### src/rtl/dma_pkg.sv
// Shared constants and types for the DMA channel request/acknowledge stage.
//   NUM_CH       : number of DMA channels
//   CH_W         : channel index width
//   prio_state_t : resolver FSM state encoding
//   ch_idx_t     : channel index type
package dma_pkg;
    localparam int NUM_CH = 4;
    localparam int CH_W   = $clog2(NUM_CH);

    typedef enum logic [1:0] {IDLE, PENDING, SERVICE} prio_state_t;

    typedef logic [CH_W-1:0] ch_idx_t;
endpackage

### src/rtl/dma_rotating_arbiter.sv
// Combinational priority search over NUM_CH request bits.
// Ports:
//   req      in  NUM_CH  request vector
//   startIdx in  CH_W    first index searched when rotating
//   rotate   in  1       0 = search from index 0, 1 = search from startIdx
//   grantIdx out CH_W    first requesting index in search order (0 if none)
//   anyReq   out 1       at least one request bit set
module dma_rotating_arbiter
    import dma_pkg::*;
(
    input  logic [NUM_CH-1:0] req,
    input  ch_idx_t           startIdx,
    input  logic              rotate,
    output ch_idx_t           grantIdx,
    output logic              anyReq
);

    ch_idx_t w_base;
    ch_idx_t w_idx;
    logic    w_found;

    always_comb begin
        w_base   = rotate ? startIdx : '0;
        w_idx    = '0;
        w_found  = 1'b0;
        grantIdx = '0;
        // Index arithmetic wraps naturally at CH_W bits.
        for (int k = 0; k < NUM_CH; k++) begin
            w_idx = w_base + ch_idx_t'(k);
            if (!w_found && req[w_idx]) begin
                grantIdx = w_idx;
                w_found  = 1'b1;
            end
        end
    end

    assign anyReq = |req;

endmodule

### src/rtl/dma_priority_resolver.sv
// Channel request/acknowledge stage of an 8237-style DMA controller.
// Samples DREQ, merges software requests and masks, resolves fixed or
// rotating priority, and drives DACK from timing-and-control strobes.
// Ports:
//   CLK, RESET        clock and synchronous active-high reset
//   DREQ              raw channel requests (polarity per dreqSenseLow)
//   maskReg           1 = hardware DREQ ignored for that channel
//   requestReg        software requests, bypass the mask
//   rotatingPriority  0 = fixed (ch0 highest), 1 = rotating
//   dreqSenseLow      1 = DREQ active-low
//   dackSenseHigh     1 = DACK active-high
//   assertDACK        grant the pending channel
//   deassertDACK      service finished
//   DACK              channel acknowledges (polarity per dackSenseHigh)
//   validDREQ         a channel is pending or in service
//   activeChannel     index of the pending or serviced channel
//
// state   | meaning
// IDLE    | no channel latched; arbitrate registered requests
// PENDING | winner latched, waiting for assertDACK
// SERVICE | DACK held for activeChannel until deassertDACK
module dma_priority_resolver
    import dma_pkg::*;
(
    input  logic              CLK,
    input  logic              RESET,
    input  logic [NUM_CH-1:0] DREQ,
    input  logic [NUM_CH-1:0] maskReg,
    input  logic [NUM_CH-1:0] requestReg,
    input  logic              rotatingPriority,
    input  logic              dreqSenseLow,
    input  logic              dackSenseHigh,
    input  logic              assertDACK,
    input  logic              deassertDACK,
    output logic [NUM_CH-1:0] DACK,
    output logic              validDREQ,
    output ch_idx_t           activeChannel
);

    prio_state_t       r_state;
    logic [NUM_CH-1:0] r_req_q;
    ch_idx_t           r_active_ch;
    logic [NUM_CH-1:0] r_dack_int;
    ch_idx_t           r_last_served;

    prio_state_t       w_state_nxt;
    ch_idx_t           w_active_nxt;
    logic [NUM_CH-1:0] w_dack_nxt;
    ch_idx_t           w_last_nxt;
    logic [NUM_CH-1:0] w_eff;
    ch_idx_t           w_start;
    ch_idx_t           w_grant;
    logic              w_any;

    assign w_eff   = ((dreqSenseLow ? ~DREQ : DREQ) & ~maskReg) | requestReg;
    assign w_start = r_last_served + ch_idx_t'(1);

    dma_rotating_arbiter u_arb (
        .req      (r_req_q),
        .startIdx (w_start),
        .rotate   (rotatingPriority),
        .grantIdx (w_grant),
        .anyReq   (w_any)
    );

    always_ff @(posedge CLK) begin
        if (RESET) begin
            r_state       <= IDLE;
            r_req_q       <= '0;
            r_active_ch   <= '0;
            r_dack_int    <= '0;
            r_last_served <= ch_idx_t'(NUM_CH - 1);
        end else begin
            r_state       <= w_state_nxt;
            r_req_q       <= w_eff;
            r_active_ch   <= w_active_nxt;
            r_dack_int    <= w_dack_nxt;
            r_last_served <= w_last_nxt;
        end
    end

    always_comb begin
        w_state_nxt  = r_state;
        w_active_nxt = r_active_ch;
        w_dack_nxt   = r_dack_int;
        w_last_nxt   = r_last_served;
        case (r_state)
            IDLE: begin
                if (w_any) begin
                    w_active_nxt = w_grant;
                    w_state_nxt  = PENDING;
                end
            end
            PENDING: begin
                // assertDACK takes precedence over a request that has just dropped.
                if (assertDACK) begin
                    w_dack_nxt  = {{(NUM_CH-1){1'b0}}, 1'b1} << r_active_ch;
                    w_state_nxt = SERVICE;
                end else if (!r_req_q[r_active_ch]) begin
                    w_state_nxt = IDLE;
                end
            end
            SERVICE: begin
                if (deassertDACK) begin
                    w_dack_nxt  = '0;
                    w_last_nxt  = r_active_ch;
                    w_state_nxt = IDLE;
                end
            end
            default: begin
                w_state_nxt = IDLE;
                w_dack_nxt  = '0;
            end
        endcase
    end

    assign validDREQ     = (r_state != IDLE);
    assign activeChannel = r_active_ch;
    assign DACK          = dackSenseHigh ? r_dack_int : ~r_dack_int;

endmodule

### config.mk
export PLATFORM = sky130hd
export DESIGN_NAME = dma_priority_resolver
export DESIGN_NICKNAME = d
export VERILOG_FILES = /design/src/rtl/dma_pkg.sv /design/src/rtl/dma_rotating_arbiter.sv /design/src/rtl/dma_priority_resolver.sv
export SDC_FILE = /design/constraint.sdc
export NUM_CORES = 1
export LEC_CHECK = 0
export ABC_AREA = 1
export CAP_MARGIN = 20
export CORE_MARGIN = 4
export CORE_UTILIZATION = 42
export CTS_CLUSTER_SIZE = 14
export DETAILED_ROUTE_END_ITERATION = 7
export PLACE_DENSITY_LB_ADDON = 0.08
export SYNTH_ARGS = -nofsm -noshare
export SYNTH_HDL_FRONTEND = slang
export SYNTH_SLANG_ARGS = --single-unit
### constraint.sdc
create_clock -name CLK -period 1.19 [get_ports CLK]
set_clock_uncertainty 0.05 [all_clocks]
set_input_delay 0.119 -clock CLK [delete_from_list [all_inputs] [get_ports CLK]]
set_output_delay 0.119 -clock CLK [all_outputs]
set_load 0.02 [all_outputs]
# Word-level counts from Yosys, hierarchy flattened
# Index checks and enable logic that the tools add are counted.
[classes] addsub=4 n_reduce_logical=13 n_shift=1 order_cmp=5 n_eq_ne=6 muxes=28 bitwise=6 mul=0 n_div=0
[op_table] operator="$mux W2" n=9
[op_table] operator="$mux W4" n=4
[op_table] operator="$lt A2 B3 Y1 const B" n=5
[op_table] operator="$not A4 Y4" n=3
[op_table] operator="$pmux W4 S3" n=1
[op_table] operator="$bmux W1 S2" n=5
[op_table] operator="$mux W1" n=8
[op_table] operator="$pmux W2 S3" n=1
[op_table] operator="$reduce_and A3 Y1" n=2
[op_table] operator="$add A2 B1 Y2 const B" n=2
[op_table] operator="$add A2 B2 Y2 const B" n=2
[op_table] operator="$and A4 B4 Y4" n=1
[op_table] operator="$ne A2 B2 Y1 const B" n=2
[op_table] operator="$or A4 B4 Y4" n=1
[op_table] operator="$reduce_and A2 Y1" n=2
[op_table] operator="$reduce_or A4 Y1" n=1
[op_table] operator="$shl A1 B2 Y4 const A" n=1
[op_table] operator="$logic_and A1 B1 Y1" n=3
[op_table] operator="$logic_not A1 Y1" n=3
[op_table] operator="$ne A3 B3 Y1 const B" n=1
[op_table] operator="$eq A2 B1 Y1 const B" n=1
[op_table] operator="$eq A2 B2 Y1 const B" n=1
[op_table] operator="$logic_not A2 Y1" n=1
[op_table] operator="$ne A2 B1 Y1 const B" n=1
[op_table] operator="2 further kinds" n=2
[totals] memories=0 in_bits=19 latchBits=0 mem_bits_ro=0 out_inout_bits=7 regBits=14 ramBits=0

# Depth between registers and ports, before layout
# Gate-level depths: netlist (run 1).
[depth] depth_word=14 depth_mapped=13 ltp_nobuf=12

# Cells and area by module
# Synthesis (run 1) repeated with hierarchy kept, for this count alone.
[unflattened] cells_unflattened=170 hier_area_um2=1077.3
[by_module_without_submodules] mod="dma_priority_resolver" area_each_um2=661.9 seq_area_each_um2=280.3 cells_each=91 instances=1
[by_module_without_submodules] mod="dma_rotating_arbiter" area_each_um2=415.4 seq_area_each_um2=0.0 cells_each=79 instances=1

# Worst setup path after synthesis (run 1)
# OpenSTA, ideal clock, no wires.
[synth_path] path_type="register to register" start="register r_last_served[0]" end="register r_active_ch[1], in the netlist activeChannel[1]" arrival_time_ps=1091 path_slack_ps=-82 setup_ps=131 path_buffers=0 path_stages_with_launch=12 cell_sequence="dfxtp_1 inv_2 nand2_4 nand2_1 nand3_1 inv_1 a21boi_1 nand2_1 clkinv_1 nand2_1 nand2_1 a21oi_2"
[synth_via] elab_chain_len=14
[synth_lines] item="start, declared" line_no="dma_priority_resolver.sv:44" rtl="ch_idx_t r_last_served;"
[synth_lines] item="start signal, assigned" line_no="dma_priority_resolver.sv:72" rtl="r_last_served <= ch_idx_t'(NUM_CH - 1);"
[synth_lines] item="start signal, assigned" line_no="dma_priority_resolver.sv:78" rtl="r_last_served <= w_last_nxt;"
[synth_lines] item="$add A2 B1 Y2 *" line_no="dma_priority_resolver.sv:56" rtl="assign w_start = r_last_served + ch_idx_t'(1);"
[synth_lines] item="$mux W2 *" line_no="dma_rotating_arbiter.sv:23" rtl="w_base = rotate ? startIdx : '0;"
[synth_lines] item="parallel branches: the longest is 11 deep, another holds $add A2 B1 Y2"
[synth_lines] item="$mux W2 *" line_no="dma_rotating_arbiter.sv:30" rtl="if (!w_found && req[w_idx]) begin"
[synth_lines] item="end signal, assigned" line_no="dma_priority_resolver.sv:76" rtl="r_active_ch <= w_active_nxt;"
[synth_lines] item="end, declared" line_no="dma_priority_resolver.sv:42" rtl="ch_idx_t r_active_ch;"
# Every way passes the cells marked *. The select of a mux whose other input is x is not followed.
# A chain may end at the register's enable or synchronous reset.

# Worst setup path in the final report (run 1)
# Ends and elaborated chain as after synthesis.

==> run_results.csv, run 1 <==
group,metric,value,unit
detailed_routing,firstDrtPassIters,4,
detailed_routing,routedWlPerCell,12.3,um
placed_design,dp_slack,-0.579,ns
worst_setup_path,start_kind,"flip-flop",
worst_setup_path,cp.required,1.37,ns
logic_synthesis,syn-mean-instance-area,6.18,um^2
pwr,max-vdd-ir-drop,0.000577,V
sta,maxSlewViolCount,0,
placed_design,place_area,0.00134,mm^2
detailed_routing,viasPerCell,5.14,
logic_synthesis,synth_fp_nets,170,
worst_setup_path,worstSetupPathType,"flip-flop to flip-flop",
pwr,total_power,1.38,mW
finish,drive_gt1_frac,0.368,
sta,setup_viol_count_final,2,
logic_synthesis,ys_ff_latch,14,
finish,fin_util,0.733,
worst_setup_path,critical_path.endpoint_type,"flip-flop",
logic_synthesis,synth.distinct_cells,25,
finish,finalInstanceArea,0.00150,mm^2
clock_network,htree_levels,1,
clock_network,numCtsBuffers,3,
clock_network,hold_buffers,0,
sta,min_period,1.42,ns
worst_setup_path,ff2ff_path_depth,10,
run,max_cap_violations,0,
logic_synthesis,synth_area,933,um^2
sta,fin_crit_sh,1.19,
placed_design,dp_hpwl,2010,um
logic_synthesis,synthCells,151,
logic_synthesis,ys.warnings.count,0,
detailed_routing,drt_iter0_drc,27,
clock_network,cts-root-buf,"clkbuf_4",
clock_network,path_clk_slew,0.09,ns
sta,fmax,704,MHz
clock_network,clkSinkCount,14,
detailed_routing,drt_wl_total,2800,um
sta,slew-limit-headroom,0.797,
floorplanning,pin_count,26,
finish,area_delta_synth_final,60.3,%
logic_synthesis,ys_seq_area_frac,0.300,
min_path,hold_path.class,"input port to flip-flop",
finish,nets,221,
grt,grt.total_usage,0.204,
sta,hold_viol_final,0,
pwr,powerDensity,921,mW/mm^2
worst_setup_path,cp_data_arrival_time,1.60,ns
grt,grt_pass1_wl,4450,um
grt,antenna_found_initial,0,
pwr,power_leakage,0.717,nW
placed_design,gp_congestion,0.783,
floorplanning,die_h,55.1,um
clock_network,clk_path_buf_depth,2,
floorplanning,rows,16,
clock_network,cts_tree,"yes",
clock_network,clk_latency,0.28,ns
floorplanning,coreArea,0.00204,mm^2
sta,timing.hold.ws,0.310,ns
min_path,hold_depth,3,
placed_design,port-buffer-count,25,
finish,diodes,0,
status,status,"finished with violations",
floorplanning,start_util,0.457,
sta,setup_ws,-0.231,ns
sta,grt_setup_unrepaired,"true",
detailed_routing,drc,0,
detailed_routing,num_vias,1172,
floorplanning,die_w,55.1,um
grt,gr-total-overflow,0,
sta,tightest_slew,0.303,ns
worst_setup_path,path_max_fanout,5,
grt,grt_pass1_vias,1115,
floorplanning,die_area,0.00304,mm^2
grt,grt_max_degree,9,
detailed_routing,ant_nets,0,
status,violations,"negative setup slack",
cell usage after synthesis:
library cell  count  share of area
nor2_1            9          0.036
nand2_4           1          0.012
o211ai_1          2          0.016
nor2_2            1         0.0067
o21ai_0           5          0.027
inv_1            20          0.080
xnor2_1           4          0.038
nand2_2           3          0.020
dfxtp_1          14           0.30
o21ai_1           1         0.0054
clkinv_1          2         0.0080
buf_1             1         0.0040
clkbuf_1          1         0.0040
inv_2             2         0.0080
a21boi_1          1         0.0080
buf_6             1          0.012
nor3_1            1         0.0054
nand2_1          39           0.16
nand4_1           6          0.040
a21oi_2           1         0.0094
nand3_1          18          0.097
nor4_1            1         0.0067
nand3_2           1          0.011
a21oi_1          15          0.080
nand3b_1          1         0.0080
sequential cells by signal, summed over array words and instances, names as in the netlist:
register	flops
r_req_q	4
r_state	2
r_dack_int	4
activeChannel	2
r_last_served	2
critical path: stages (launching register included):
cell	delay, ns
dfxtp_4	0.38
buf_6	0.12
nor2_4	0.14
nand2_2	0.07
nand3_1	0.08
nand2_2	0.07
nor2_1	0.13
nand3_2	0.08
nand2_1	0.06
nand2_1	0.06
a21oi_2	0.11
layout make-up:
class / count / area, um^2
multi-input cells: 110 / 631
fillers: 193 / 546
repair buffers: 49 / 409
flip-flops and latches: 14 / 292
inverters: 24 / 95.1
clock buffers: 4 / 36.3
well taps: 27 / 33.8
repair_timing:
| action | CTS | global route |
|---|---|---|
| buffers inserted | 3 | 2 |
| gates resized for setup | 45 | 20 |
| pin swaps | 13 | 16 |
| endpoints found under the setup margin | 13 | 7 |
| gates cloned | 1 | 0 |
kinds of logic after synthesis:
group / after synthesis / share of synthesized area
and+or+nand+nor: 81 / 0.399
buffers and inverters: 27 / 0.117
AOI/OAI and AO/OA: 25 / 0.146
DFF: 14 / 0.300
xor gates and xnor gates: 4 / 0.0375
report_power, final:
group / switching [mW] / internal (mW) / leakage (nW)
combinational: 0.273 / 0.230 / 0.581
sequential: 0.0301 / 0.499 / 0.116
clock: 0.161 / 0.186 / 0.0210
total: 0.464 / 0.915 / 0.717
routing by layer:
metal | track usage | vias up | part of all wire
met5 | 0 | - | 0
met4 | 0.0850 | 0 | 0.0064
met3 | 0.0456 | 2 | 0.061
met2 | 0.364 | 40 | 0.49
met1 | 0.231 | 533 | 0.44
li1 | - | 597 | -
final timing paths:
check | start | end | slack [ns]
hold / removal | requestReg[0] | r_req_q[0] | 0.31
setup / recovery | r_last_served[0] | activeChannel[1] | -0.23
setup reg to reg | r_last_served[0] | activeChannel[1] | -0.23
hold reg to reg | r_dack_int[3] | r_dack_int[3] | 0.43
stage by stage:
step | std cells | setup TNS (ns)
after floorplan | 151 | -0.0556
after global placement | 218 | -3.70
after detailed placement | 218 | -4.25
after CTS | 226 | -0.360
after global routing | 228 | -0.946
final | 228 | -0.448
cells in the final DEF, fill, tap and decap left out, types with 5 or more instances in the layout:
cell,instances
dfxtp_1,9
a21oi_1,15
nand4_1,6
nand3_1,13
buf_2,6
inv_1,14
nor2_1,5
inv_2,7
clkdlybuf4s50_1,16
nand2_1,31
nand3_2,6
nand2_2,11
buf_4,20
No activity file was read; power rests on OpenSTA's default activity.
==> inputs of run 2 (changes only) <==
--- a/config.mk
+++ b/config.mk
@@ -11,6 +11,7 @@
 export CORE_UTILIZATION = 42
 export CTS_CLUSTER_SIZE = 14
 export DETAILED_ROUTE_END_ITERATION = 7
+export GPL_ROUTABILITY_DRIVEN = 0
 export PLACE_DENSITY_LB_ADDON = 0.08
 export SYNTH_ARGS = -nofsm -noshare
 export SYNTH_HDL_FRONTEND = slang
==> results of run 2 <==
The final DEF is identical to that of run 1; final timing and power are the same.
==> inputs of run 3 (changes only) <==
--- a/config.mk
+++ b/config.mk
@@ -7,8 +7,10 @@
 export LEC_CHECK = 0
 export ABC_AREA = 1
 export CAP_MARGIN = 20
+export CELL_PAD_IN_SITES_DETAIL_PLACEMENT = 0
+export CELL_PAD_IN_SITES_GLOBAL_PLACEMENT = 1
 export CORE_MARGIN = 4
-export CORE_UTILIZATION = 42
+export CORE_UTILIZATION = 28
 export CTS_CLUSTER_SIZE = 14
 export DETAILED_ROUTE_END_ITERATION = 7
 export GPL_ROUTABILITY_DRIVEN = 0
==> run 3 against run 2 <==
The run still ends with negative setup slack left; sequential cell count unchanged; critical path depth grew 2; fmax grew 2.4%; core utilization is 22 points lower; hold slack improved by 0.0099 ns; non-clock buffer count rose by 4; global-route usage shrank 7.1 points; power grew 1.9%; wire length down 1.3%; via count decreased by 3.7%; critical path type unchanged; largest cell class unchanged.
==> run_results.csv, run 3 (synthesis results as in run 1) <==
group,metric,value,unit
grt,grt.total_usage,0.133,
finish,regArea,293,um^2
pwr,power_leakage,0.723,nW
sta,grt_setup_unrepaired,"true",
min_path,hold_depth,3,
finish,diodes,0,
placed_design,place_area,0.00138,mm^2
grt,antenna_found_initial,0,
clock_network,cts_tree,"yes",
pwr,swShare,0.329,
pwr,combPwrFrac,0.384,
floorplanning,die_area,0.00432,mm^2
finish,most-common-layout-cells,"nand2_1, buf_4, nand3_1",
sta,tightest_slew,0.295,ns
floorplanning,start_util,0.298,
finish,area_delta_synth_final,70.9,%
detailed_routing,ant_nets,0,
floorplanning,coreArea,0.00313,mm^2
sta,maxSlewViolCount,0,
min_path,holdCritStartpoint,"requestReg[1]",
worst_setup_path,cp.required,1.32,ns
clock_network,htree_levels,1,
finish,final_common_cell,"nand2_1",
pwr,netSwitchingPower,463,uW
run,max_cap_violations,0,
placed_design,dp.cells,237,
detailed_routing,drt_iter0_drc,25,
sta,slew-limit-headroom,0.803,
floorplanning,pin_count,26,
pwr,seqPwrFrac,0.375,
worst_setup_path,worstSetupPathType,"flip-flop to flip-flop",
detailed_routing,firstDrtPassIters,4,
detailed_routing,routedWlPerCell,11.1,um
pwr,total_power,1.40,mW
worst_setup_path,startpoint,"r_last_served[0]",
sta,min_period,1.39,ns
clock_network,path_clk_slew,0.08,ns
worst_setup_path,path_cells,"inv_6, nand2_8, nand2_4, nand2_2, nand2_2, nand2_2, nand2_2, clkinv_2, o21ai_2, nand3_1, nand2_1, inv_1",
sta,fmax,720,MHz
detailed_routing,drc,0,
finish,fin_util,0.510,
clock_network,clkSinkCount,14,
pwr,max-vdd-ir-drop,0.000511,V
detailed_routing,num_vias,1129,
detailed_routing,viasPerCell,4.53,
grt,grt_pass1_wl,4550,um
floorplanning,rows,20,
status,status,"finished with violations",
clock_network,hold_buffers,0,
finish,multiInputGateArea,667,um^2
clock_network,cts-root-buf,"clkbuf_4",
finish,nets,225,
placed_design,dp_hpwl,2040,um
clock_network,clk_latency,0.28,ns
worst_setup_path,start_kind,"flip-flop",
grt,grt_max_degree,9,
worst_setup_path,cp_common_cell,"nand2_2",
grt,gr-total-overflow,0,
sta,setup_ws,-0.198,ns
finish,num-fill-cells,343,
pwr,power.internal,942,uW
grt,grt_pass1_vias,1065,
sta,timing.hold.ws,0.320,ns
min_path,hold_path.class,"input port to flip-flop",
status,violations,"negative setup slack",
sta,hold_viol_final,0,
sta,setup_viol_count_final,3,
pwr,p_clk_frac,0.241,
worst_setup_path,reg2reg_from,"r_last_served[0]",
finish,largest_registers,"r_dack_int x4, r_req_q x4",
worst_setup_path,r2r-end,"activeChannel[0]",
finish,drive_gt1_frac,0.400,
worst_setup_path,r2r_slack,-0.20,ns
pwr,powerDensity,881,mW/mm^2
clock_network,numCtsBuffers,3,
detailed_routing,drt_wl_total,2760,um
clock_network,clk_path_buf_depth,2,
worst_setup_path,path_buf_inv,3,
min_path,hold_end,"r_req_q[1]",
worst_setup_path,cp_slowest_cell,"dfxtp_4",
worst_setup_path,crit_family,"simple AND/OR/NAND/NOR gates",
worst_setup_path,slowest_delay,0.40,ns
floorplanning,die_h,65.7,um
worst_setup_path,critical_path.endpoint_type,"flip-flop",
worst_setup_path,path_max_fanout,8,
floorplanning,die_w,65.7,um
finish,finalInstanceArea,0.00160,mm^2
worst_setup_path,ff2ff_path_depth,12,
worst_setup_path,cp_data_arrival_time,1.52,ns
sta,fin_crit_sh,1.17,
finish,final_cells,249,
placed_design,port-buffer-count,25,
==> run 3: cell count changes in the layout (fill, tap and decap cells not counted), moves of 4 or more <==
cell and change:
nand2_1 -5, nand3_1 +4, nand3_2 -4, buf_4 +5
==> run 3: timing repair <==
action                     CTS  global route
pin swaps                    5            17
cloned                       1             0
setup endpoints to repair   13            12
resized for setup           39            41
buffers inserted             1             6
==> run 3: final cells by class <==
| cell class | count | share of cell area |
|---|---|---|
| inverters | 24 | 0.0627 |
| flip-flops and latches | 14 | 0.184 |
| multi-input cells | 110 | 0.418 |
| well taps | 44 | 0.0345 |
| repair buffers | 53 | 0.278 |
| clock buffers | 4 | 0.0227 |
==> run 3: power groups by stage <==
stage	Combinational [mW]	Sequential (mW)	Clock [mW]
floorplan	0.222	0.549	0
global placement	0.461	0.535	0
detailed placement	0.460	0.535	0
CTS	0.461	0.524	0.360
global route	0.595	0.533	0.381
finish	0.539	0.527	0.339
==> run 3: per-stage QoR <==
step | setup TNS, ns | setup WS (ns)
2_1_floorplan | -0.0556 | -0.0283
3_3_place_gp | -3.93 | -0.571
3_5_place_dp | -3.90 | -0.607
4_1_cts | -0.444 | -0.208
5_1_grt | -0.909 | -0.323
6_report | -0.396 | -0.198
==> run 3: tightest hold or removal path: stages <==
cell and delay (ns):
clkdlybuf4s50_1 0.39, inv_1 0.05, a21oi_1 0.05
==> run 3: worst max-delay path by stage <==
stage,endpoint,depth (start not counted)
after global placement,activeChannel[0],13
final,activeChannel[0],12
after detailed placement,activeChannel[0],13
after floorplan,activeChannel[0],12
after CTS,activeChannel[0],12
after global routing,activeChannel[1],11
==> run 3: per-layer routing <==
metal | global-route usage | wire [um] | vias up
li1 | - | - | 598
met1 | 0.174 | 1260 | 505
met2 | 0.218 | 1350 | 24
met3 | 0.0444 | 142 | 2
met4 | 0.0155 | 8 | 0
met5 | 0 | 0 | -
